$ cat config.mk
export PLATFORM = sky130hd
export DESIGN_NAME = imem_line_buffer
export DESIGN_NICKNAME = d
export VERILOG_FILES = /design/src/rtl/imem_line_buffer_pkg.sv /design/src/rtl/imem_line_entry.sv /design/src/rtl/imem_line_buffer.sv
export SDC_FILE = /design/constraint.sdc
export NUM_CORES = 1
export LEC_CHECK = 0
export ABC_AREA = 1
export BUFFER_PORTS_ARGS = -buffer_cell sky130_fd_sc_hd__buf_4
export CORE_MARGIN = 2
export CORE_UTILIZATION = 43
export CTS_BUF_LIST = sky130_fd_sc_hd__clkbuf_16
export DETAILED_ROUTE_END_ITERATION = 8
export PLACE_DENSITY = 0.76
export SLEW_MARGIN = 20
export SYNTH_ARGS = -nofsm -noshare
export SYNTH_HDL_FRONTEND = slang
export SYNTH_SLANG_ARGS = --single-unit
$ cat constraint.sdc
create_clock -name clk -period 1.25 [get_ports clk]
set_input_delay 0.125 -clock clk [delete_from_list [all_inputs] [get_ports clk]]
set_output_delay 0.125 -clock clk [all_outputs]
set_load 0.005 [all_outputs]
$ cat src/rtl/imem_line_buffer_pkg.sv
// Shared LC-3b fetch-path types and the line buffer FSM state encoding.
// Optional feature macro: IMEM_NEXT_LINE_PREFETCH_EN adds the PREFETCH state
// and a second (prefetch) line entry.
package lc3b_types;

  typedef logic [15:0]  lc3b_word;
  typedef logic [127:0] lc3b_data;
  typedef logic [11:0]  lc3b_line_tag;

`ifdef IMEM_NEXT_LINE_PREFETCH_EN
  localparam int IMEM_NUM_ENTRIES = 2;
  typedef enum logic [1:0] {
    IDLE     = 2'd0,
    FETCH    = 2'd1,
    PREFETCH = 2'd2
  } imem_state_t;
`else
  localparam int IMEM_NUM_ENTRIES = 1;
  typedef enum logic [1:0] {
    IDLE  = 2'd0,
    FETCH = 2'd1
  } imem_state_t;
`endif

  // Line-aligned byte address for a tag (offset bits forced to zero).
  function automatic lc3b_word line_base(input lc3b_line_tag tag);
    return {tag, 4'h0};
  endfunction

endpackage

$ cat src/rtl/imem_line_entry.sv
// One buffered instruction line: valid bit, 12-bit line tag, 128-bit data,
// plus the tag-match compare against the current lookup tag.
module imem_line_entry
  import lc3b_types::*;
(
  input  logic         clk,
  input  logic         reset_n,
  input  logic         load,
  input  logic         clear,
  input  lc3b_line_tag tag_in,
  input  lc3b_data     line_in,
  input  lc3b_line_tag lookup_tag,
  output logic         valid,
  output lc3b_line_tag tag,
  output lc3b_data     line,
  output logic         match
);

  logic         valid_reg;
  lc3b_line_tag tag_reg;
  lc3b_data     line_reg;

  // Entry storage: a load always wins over a clear issued on the same edge.
  always_ff @(posedge clk) begin
    if (!reset_n) begin
      valid_reg <= 1'b0;
      tag_reg   <= '0;
      line_reg  <= '0;
    end else if (load) begin
      valid_reg <= 1'b1;
      tag_reg   <= tag_in;
      line_reg  <= line_in;
    end else if (clear) begin
      valid_reg <= 1'b0;
    end
  end

  assign valid = valid_reg;
  assign tag   = tag_reg;
  assign line  = line_reg;
  assign match = valid_reg && (tag_reg == lookup_tag);

endmodule

$ cat src/rtl/imem_line_buffer.sv
// Instruction-fetch line buffer: zero-latency hit on a held 128-bit line,
// otherwise a single-line read on the pmem bus with a give-up-and-retry
// watchdog. Optional feature macro: IMEM_NEXT_LINE_PREFETCH_EN (next-line
// prefetch into a second entry, promoted to the demand entry on a hit).
module imem_line_buffer
  import lc3b_types::*;
#(
  parameter int MAX_WAIT = 64
) (
  input  logic     clk,
  input  logic     reset_n,
  input  lc3b_word imem_address,
  input  logic     imem_action_stb,
  input  logic     imem_action_cyc,
  output lc3b_data imem_rdata,
  output logic     imem_resp,
  output lc3b_word pmem_address,
  output logic     pmem_cyc,
  output logic     pmem_stb,
  input  logic     pmem_ack,
  input  lc3b_data pmem_rdata
);

  localparam int WAIT_W = (MAX_WAIT > 1) ? $clog2(MAX_WAIT) : 1;
  localparam logic [WAIT_W-1:0] WAIT_LAST = WAIT_W'(MAX_WAIT - 1);

  // Entry 0 is the demand entry; entry 1 (when present) holds the prefetch.
  logic [IMEM_NUM_ENTRIES-1:0] ent_load;
  logic [IMEM_NUM_ENTRIES-1:0] ent_clear;
  logic [IMEM_NUM_ENTRIES-1:0] ent_valid;
  logic [IMEM_NUM_ENTRIES-1:0] ent_match;
  lc3b_line_tag                ent_tag_in [IMEM_NUM_ENTRIES];
  lc3b_data                    ent_line_in[IMEM_NUM_ENTRIES];
  lc3b_line_tag                ent_tag    [IMEM_NUM_ENTRIES];
  lc3b_data                    ent_line   [IMEM_NUM_ENTRIES];

  imem_state_t       state_reg, state_next;
  logic [WAIT_W-1:0] wait_reg, wait_next;
  lc3b_word          pmem_address_reg, pmem_address_next;

  logic         req;
  lc3b_line_tag req_tag;
  logic         demand_hit;
  logic         pf_hit;
  logic         miss;
  logic         timeout;

`ifdef IMEM_NEXT_LINE_PREFETCH_EN
  logic         pf_pending_reg, pf_pending_next;
  lc3b_line_tag pf_tag_reg, pf_tag_next;
  logic         pf_held;
`endif

  for (genvar gi = 0; gi < IMEM_NUM_ENTRIES; gi++) begin : g_entry
    imem_line_entry u_entry (
      .clk        (clk),
      .reset_n    (reset_n),
      .load       (ent_load[gi]),
      .clear      (ent_clear[gi]),
      .tag_in     (ent_tag_in[gi]),
      .line_in    (ent_line_in[gi]),
      .lookup_tag (req_tag),
      .valid      (ent_valid[gi]),
      .tag        (ent_tag[gi]),
      .line       (ent_line[gi]),
      .match      (ent_match[gi])
    );
  end

  assign req        = imem_action_stb && imem_action_cyc;
  assign req_tag    = imem_address[15:4];
  assign demand_hit = req && ent_match[0];
`ifdef IMEM_NEXT_LINE_PREFETCH_EN
  assign pf_hit  = req && ent_match[1] && !ent_match[0];
  assign pf_held = (ent_valid[0] && (ent_tag[0] == pf_tag_reg)) ||
                   (ent_valid[1] && (ent_tag[1] == pf_tag_reg));
`else
  assign pf_hit = 1'b0;
`endif
  assign miss    = req && !demand_hit && !pf_hit;
  assign timeout = (wait_reg == WAIT_LAST);

  // Hit path is purely combinational so a held line answers in the request cycle.
  always_comb begin
    imem_resp  = demand_hit || pf_hit;
    imem_rdata = '0;
    if (demand_hit) begin
      imem_rdata = ent_line[0];
`ifdef IMEM_NEXT_LINE_PREFETCH_EN
    end else if (pf_hit) begin
      imem_rdata = ent_line[1];
`endif
    end
  end

  assign pmem_cyc     = (state_reg != IDLE);
  assign pmem_stb     = pmem_cyc;
  assign pmem_address = pmem_address_reg;

  // Next-state, bus address, watchdog and entry write controls.
  always_comb begin
    state_next        = state_reg;
    wait_next         = wait_reg;
    pmem_address_next = pmem_address_reg;
    ent_load          = '0;
    ent_clear         = '0;
    for (int i = 0; i < IMEM_NUM_ENTRIES; i++) begin
      ent_tag_in[i]  = pmem_address_reg[15:4];
      ent_line_in[i] = pmem_rdata;
    end
`ifdef IMEM_NEXT_LINE_PREFETCH_EN
    pf_pending_next = pf_pending_reg;
    pf_tag_next     = pf_tag_reg;
`endif

    case (state_reg)
      IDLE: begin
        // A stray ack here belongs to an abandoned cycle and is dropped.
        wait_next = '0;
        if (miss) begin
          state_next        = FETCH;
          pmem_address_next = line_base(req_tag);
`ifdef IMEM_NEXT_LINE_PREFETCH_EN
        end else if (pf_pending_reg) begin
          pf_pending_next = 1'b0;
          if (!pf_held) begin
            state_next        = PREFETCH;
            pmem_address_next = line_base(pf_tag_reg);
          end
`endif
        end
      end

      FETCH: begin
        if (pmem_ack) begin
          ent_load[0] = 1'b1;
          state_next  = IDLE;
          wait_next   = '0;
`ifdef IMEM_NEXT_LINE_PREFETCH_EN
          pf_pending_next = 1'b1;
          pf_tag_next     = pmem_address_reg[15:4] + 12'd1;
`endif
        end else if (timeout) begin
          state_next = IDLE;
          wait_next  = '0;
        end else begin
          wait_next = wait_reg + 1'b1;
        end
      end

`ifdef IMEM_NEXT_LINE_PREFETCH_EN
      PREFETCH: begin
        if (pmem_ack) begin
          ent_load[1] = 1'b1;
          state_next  = IDLE;
          wait_next   = '0;
        end else if (timeout) begin
          state_next = IDLE;
          wait_next  = '0;
        end else begin
          wait_next = wait_reg + 1'b1;
        end
      end
`endif

      default: begin
        state_next = IDLE;
        wait_next  = '0;
      end
    endcase

`ifdef IMEM_NEXT_LINE_PREFETCH_EN
    // Move a hit prefetch line into the demand slot unless a fill owns it this edge.
    if (pf_hit && !ent_load[0]) begin
      ent_load[0]    = 1'b1;
      ent_tag_in[0]  = ent_tag[1];
      ent_line_in[0] = ent_line[1];
      ent_clear[1]   = 1'b1;
    end
`endif
  end

  // State, watchdog and latched bus address registers.
  always_ff @(posedge clk) begin
    if (!reset_n) begin
      state_reg        <= IDLE;
      wait_reg         <= '0;
      pmem_address_reg <= '0;
    end else begin
      state_reg        <= state_next;
      wait_reg         <= wait_next;
      pmem_address_reg <= pmem_address_next;
    end
  end

`ifdef IMEM_NEXT_LINE_PREFETCH_EN
  // Pending next-line prefetch target, armed by each demand fill.
  always_ff @(posedge clk) begin
    if (!reset_n) begin
      pf_pending_reg <= 1'b0;
      pf_tag_reg     <= '0;
    end else begin
      pf_pending_reg <= pf_pending_next;
      pf_tag_reg     <= pf_tag_next;
    end
  end
`endif

endmodule

==> run summary <==
The final routed wirelength across all metal layers is about 25,000 um. The synthesis-stage register bit count came out at 160. The critical path is of the flip-flop to output port type. In this run the critical register-to-register path is launched from g_entry[0].u_entry.tag[3]$_SDFFE_PN0P_. The clock net in this run drives a total of 160 sinks. The post-route total power is about 13 mW. The largest buffer count on any clock path came out at 2. Of the post-synthesis cell area, the dominant cell type holds 0.4636.

The biggest fanout along the worst timing path is between 70 and 80. By count the netlist is led by sky130_fd_sc_hd__dfxtp_1 (160), sky130_fd_sc_hd__inv_1 (156), sky130_fd_sc_hd__a21oi_1 (152). Counting I/O delays and the setup requirement, the final critical path takes between 2 and 2.5 ns. The die footprint is around 17,000 um^2.

Setup violations remaining at the end of the flow were counted as ~140. The period utilization came out at 1.770. The remaining global-route overflow came out at 0. The pin count of the biggest net entering global routing came out at about 120.

In the synthesized netlist the dominant register cell turns out to be sky130_fd_sc_hd__dfxtp_1. The DRC violation total after the first TritonRoute iteration came out at slightly above 500. Traced cell by cell, the critical path runs through inv_2 > nand2_2 > and2_4 > nand4_1 > nor2_2 > nand3_4 > buf_12 > nor2_1 > buf_4.

The worst clock skew on the final layout came out at 0.007119 ns. Ranked by total cell area, the synthesized netlist is headed by sky130_fd_sc_hd__dfxtp_1 (46%), sky130_fd_sc_hd__a21oi_1 (11%), sky130_fd_sc_hd__nor2_2 (9.1%), sky130_fd_sc_hd__inv_1 (8.5%), sky130_fd_sc_hd__o21ai_1 (6.1%). The register with the most flip-flops in the layout has 128 of them. The run finished, with violations left.

The cell count after synthesis came out at a little over 900. The total number of H-tree levels came out at 4. The global-route wire length before repair came out at approximately 33,000 um. The max-slew violation total from the final report is 0. Of the total synthesized cell area, the portion taken by full adders, half adders and majority gates is 0.001811.

The slowest cell on the critical path is sky130_fd_sc_hd__dfxtp_2. The total via count in the routed design came out at between 7,000 and 8,000. The count of cell types in the netlist is 26. The number of filler cells placed in the layout came out at ~1,000. The path type of the worst min-delay path is input pin to flip-flop. The post-DP HPWL came out at roughly 12,000 um. The highest ir drop seen on vdd came out at 890.9 uV. The synthesized-area fraction occupied by ao, oa, aoi and oai cells came out at 0.2155. The cell leakage power is roughly 5.0 nW. The power per cell area is around 1100 nW/um^2. The worst setup timing slack at the placement stage is -0.4415 ns. From synthesis to final layout, the design area changed by 72.06%. The number of warnings printed during yosys synthesis came out at 0.

The xor and xnor area share after synthesis came out at 0.005071. CTS placed an instance of sky130_fd_sc_hd__clkbuf_16 at the clock tree root. The latest clock arrival within the worst-skew pair came out at 0.42 ns.

The portion of netlist area occupied by mux cells is 0. The average via count per standard cell came out at approximately 4.9. The sequential fraction of the synthesis area is 0.4636. The DRC violation count after routing came out at 0. The multi-input gate area in the final layout is roughly 3000 um^2.

The length in cells of the worst reg-to-reg path is 18. TritonCTS built the clock tree. In the final layout, the share of cells above drive strength 1 is 0.3950. For flop-to-flop paths, the worst setup slack is -0.88 ns. The launch instance of the worst min-delay path is pmem_rdata[72]. The tightest hold path in the finished design has a slack of -0.002924 ns. From bottom edge to top edge, the die measures between 100 and 150 um. The number of port buffers is between 200 and 300. The post-detailed-route wirelength per cell came out at roughly 16 um. The number of antenna violations at the first check in global routing is 1.

The number of synthesized flops with an enable pin came out at 0. In this design, the largest share of critical-path delay is due to simple AND/OR/NAND/NOR gates. The number of antenna-violating nets in the routed design is 0. The worst setup path is captured at an output port. From left edge to right edge, the die measures 130.8 um. The area share of and/or/nand/nor cells after synthesis is 0.1722.

Across the run, the number of max-cap violations was 0. The cell type with the highest aggregate area in the netlist is sky130_fd_sc_hd__dfxtp_1. Data arrives at the worst endpoint at roughly 2.1 ns. The checks that failed: negative hold slack, negative setup slack. The number of detailed-routing iterations run before antenna repair is 5.

The final layout net count came out at 1,504. The worst register-to-register path ends at pmem_address[6]$_SDFFE_PN0P_. The critical path data required time is around 1.1 ns. Registers take 3211 um^2. Counting the buffers created by CTS gives 17. The number of global-route vias before repair is between 6,000 and 7,000. The average size of a mapped cell came out at roughly 7.4 um^2. The mapped netlist covers 6909 um^2. The placement row count came out at 46. For this run, the total global-route usage over all layers was measured as 0.2426. Clock-pin slew was measured on the worst setup and hold paths at roughly 0.07 ns. sky130_fd_sc_hd__dfxtp_1 is the most common cell in the netlist. The maximum operating frequency came out at between 0.4 and 0.5 GHz. The effective utilization at floorplan is 0.4381.

The final estimated routing congestion in global placement is between 0.8 and 0.9. Setup repair after global routing could not meet its margin everywhere. The fraction of registers with async set or reset after synthesis is 0. The number of buffer and inverter instances along the worst setup path is 3.

The post-route worst setup slack is -0.9631 ns. By area, the combinational part of the netlist is dominated by compound AO/OA/AOI/OAI gates. The number of endpoints with negative hold slack in the final report came to 1. For hold timing, the worst endpoint is g_entry[0].u_entry.line[72]$_SDFFE_PN0P_.

The worst hold path stage count is 3. The startpoint kind of the worst setup timing path is a flip-flop. 296 I/O pins were placed.

The core region is 15,770 um^2. The largest incremental delay on the critical path is roughly 0.35 ns.
## how the worst max path moves through the flow
| stage | slack [ns] | cells after the start | start | to |
|---|---|---|---|---|
| global placement | -0.49 | 8 | g_entry[0].u_entry.tag[2]$_SDFFE_PN0P_ | imem_rdata[99] |
| global route | -1.03 | 10 | g_entry[0].u_entry.tag[7]$_SDFFE_PN0P_ | imem_rdata[14] |
| floorplan | -0.09 | 10 | g_entry[0].u_entry.tag[7]$_SDFFE_PN0P_ | imem_rdata[100] |
| detailed placement | -0.44 | 8 | g_entry[0].u_entry.tag[2]$_SDFFE_PN0P_ | imem_rdata[13] |
| CTS | -0.88 | 9 | g_entry[0].u_entry.tag[11]$_SDFFE_PN0P_ | imem_rdata[13] |
| finish | -0.96 | 9 | g_entry[0].u_entry.tag[3]$_SDFFE_PN0P_ | imem_rdata[14] |
## kinds of logic after synthesis
logic type	count (synthesis)
buffers and inverters	229
XOR/XNOR	4
AND/OR/NAND/NOR	240
flip-flops	160
AO/OA/AOI/OAI	296
other	1
adder cells (fa/ha/maj)	1
## power breakdown
group / internal [mW] / leakage [nW] / switching [mW]
Clock: 3.34 / 0.305 / 2.18
Sequential: 5.34 / 1.31 / 0.0912
Combinational: 0.922 / 3.39 / 0.786
Total: 9.59 / 5.00 / 3.06
## through the flow
| step | area [um^2] | setup TNS (ns) | hold WS (ns) | util | instances |
|---|---|---|---|---|---|
| after CTS | 11470 | -115.74 | 0.0009087 | 0.7271 | 1569 |
| after floorplan | 6933 | -9.964 | 0.3011 | - | 934 |
| after global routing | 11890 | -133.82 | 0.001744 | 0.7538 | 1584 |
| final | 11890 | -123.74 | -0.002924 | 0.7538 | 1584 |
| after detailed placement | 9376 | -50.14 | 0.3945 | 0.5946 | 1408 |
| after global placement | 9376 | -57.54 | 0.3876 | 0.5946 | 1408 |
## placed cells by master (no fill, tap or decap), types with 2 or more instances in the layout
cell type and instances:
sky130_fd_sc_hd__buf_4 326, sky130_fd_sc_hd__conb_1 4, sky130_fd_sc_hd__dfxtp_2 6, sky130_fd_sc_hd__buf_16 6, sky130_fd_sc_hd__dfxtp_1 154, sky130_fd_sc_hd__nand4_1 4, sky130_fd_sc_hd__nand3_4 2, sky130_fd_sc_hd__nand2_1 44
sky130_fd_sc_hd__clkbuf_16 24, sky130_fd_sc_hd__inv_2 6, sky130_fd_sc_hd__clkinvlp_4 2, sky130_fd_sc_hd__clkinv_2 2, sky130_fd_sc_hd__nand3_2 13, sky130_fd_sc_hd__nor2_2 86, sky130_fd_sc_hd__a21oi_1 144, sky130_fd_sc_hd__a21oi_2 8
sky130_fd_sc_hd__o21ai_0 52, sky130_fd_sc_hd__dlygate4sd3_1 108, sky130_fd_sc_hd__buf_12 5, sky130_fd_sc_hd__xnor2_1 2, sky130_fd_sc_hd__nor2_4 15, sky130_fd_sc_hd__bufinv_16 4, sky130_fd_sc_hd__nor2_1 64, sky130_fd_sc_hd__buf_6 18
sky130_fd_sc_hd__inv_1 155, sky130_fd_sc_hd__nand2_2 6, sky130_fd_sc_hd__clkinv_4 5, sky130_fd_sc_hd__o21ai_1 89
## per-layer routing
layer  track usage  vias to the layer above  share of wire
li1              -                     3780              -
met1        0.2704                     3608           0.39
met2        0.4311                      343           0.51
met3       0.05375                       83          0.059
met4        0.1308                        0          0.036
met5             0                        -              0
## repair_timing
action | CTS | global route
hold endpoints to repair | 108 | 0
setup endpoints to repair | 148 | 238
resized for setup | 41 | 57
pin swaps | 4 | 3
hold buffers | 108 | 0
setup buffers | 17 | 7
cloned | 4 | 8
## final cells by class
cell class	instances	area share
Clock inverter	15	0.01652
Multi-Input combinational cell	545	0.2523
Clock buffer	17	0.03579
Timing Repair Buffer	471	0.3522
Inverter	159	0.05021
Sequential cell	160	0.2701
Tap cell	216	0.02273
Antenna cell	1	0.0002105
## worst register-to-register path: stages, from the launching register on
cell                      delay [ns]
sky130_fd_sc_hd__dfxtp_2        0.33
sky130_fd_sc_hd__inv_2          0.06
sky130_fd_sc_hd__nand2_2        0.06
sky130_fd_sc_hd__buf_4          0.13
sky130_fd_sc_hd__buf_4          0.12
sky130_fd_sc_hd__buf_4          0.11
sky130_fd_sc_hd__buf_4          0.13
sky130_fd_sc_hd__buf_4          0.12
sky130_fd_sc_hd__buf_4          0.12
sky130_fd_sc_hd__buf_4          0.12
sky130_fd_sc_hd__nand2_1        0.07
sky130_fd_sc_hd__nor2_1         0.05
sky130_fd_sc_hd__nand2_1        0.06
sky130_fd_sc_hd__nor2_1         0.05
sky130_fd_sc_hd__nand2_2        0.15
sky130_fd_sc_hd__buf_8          0.17
sky130_fd_sc_hd__nand3_2        0.07
sky130_fd_sc_hd__nand2_1        0.08
sky130_fd_sc_hd__nor2_1         0.04
Power figures use the tool's default switching activity.
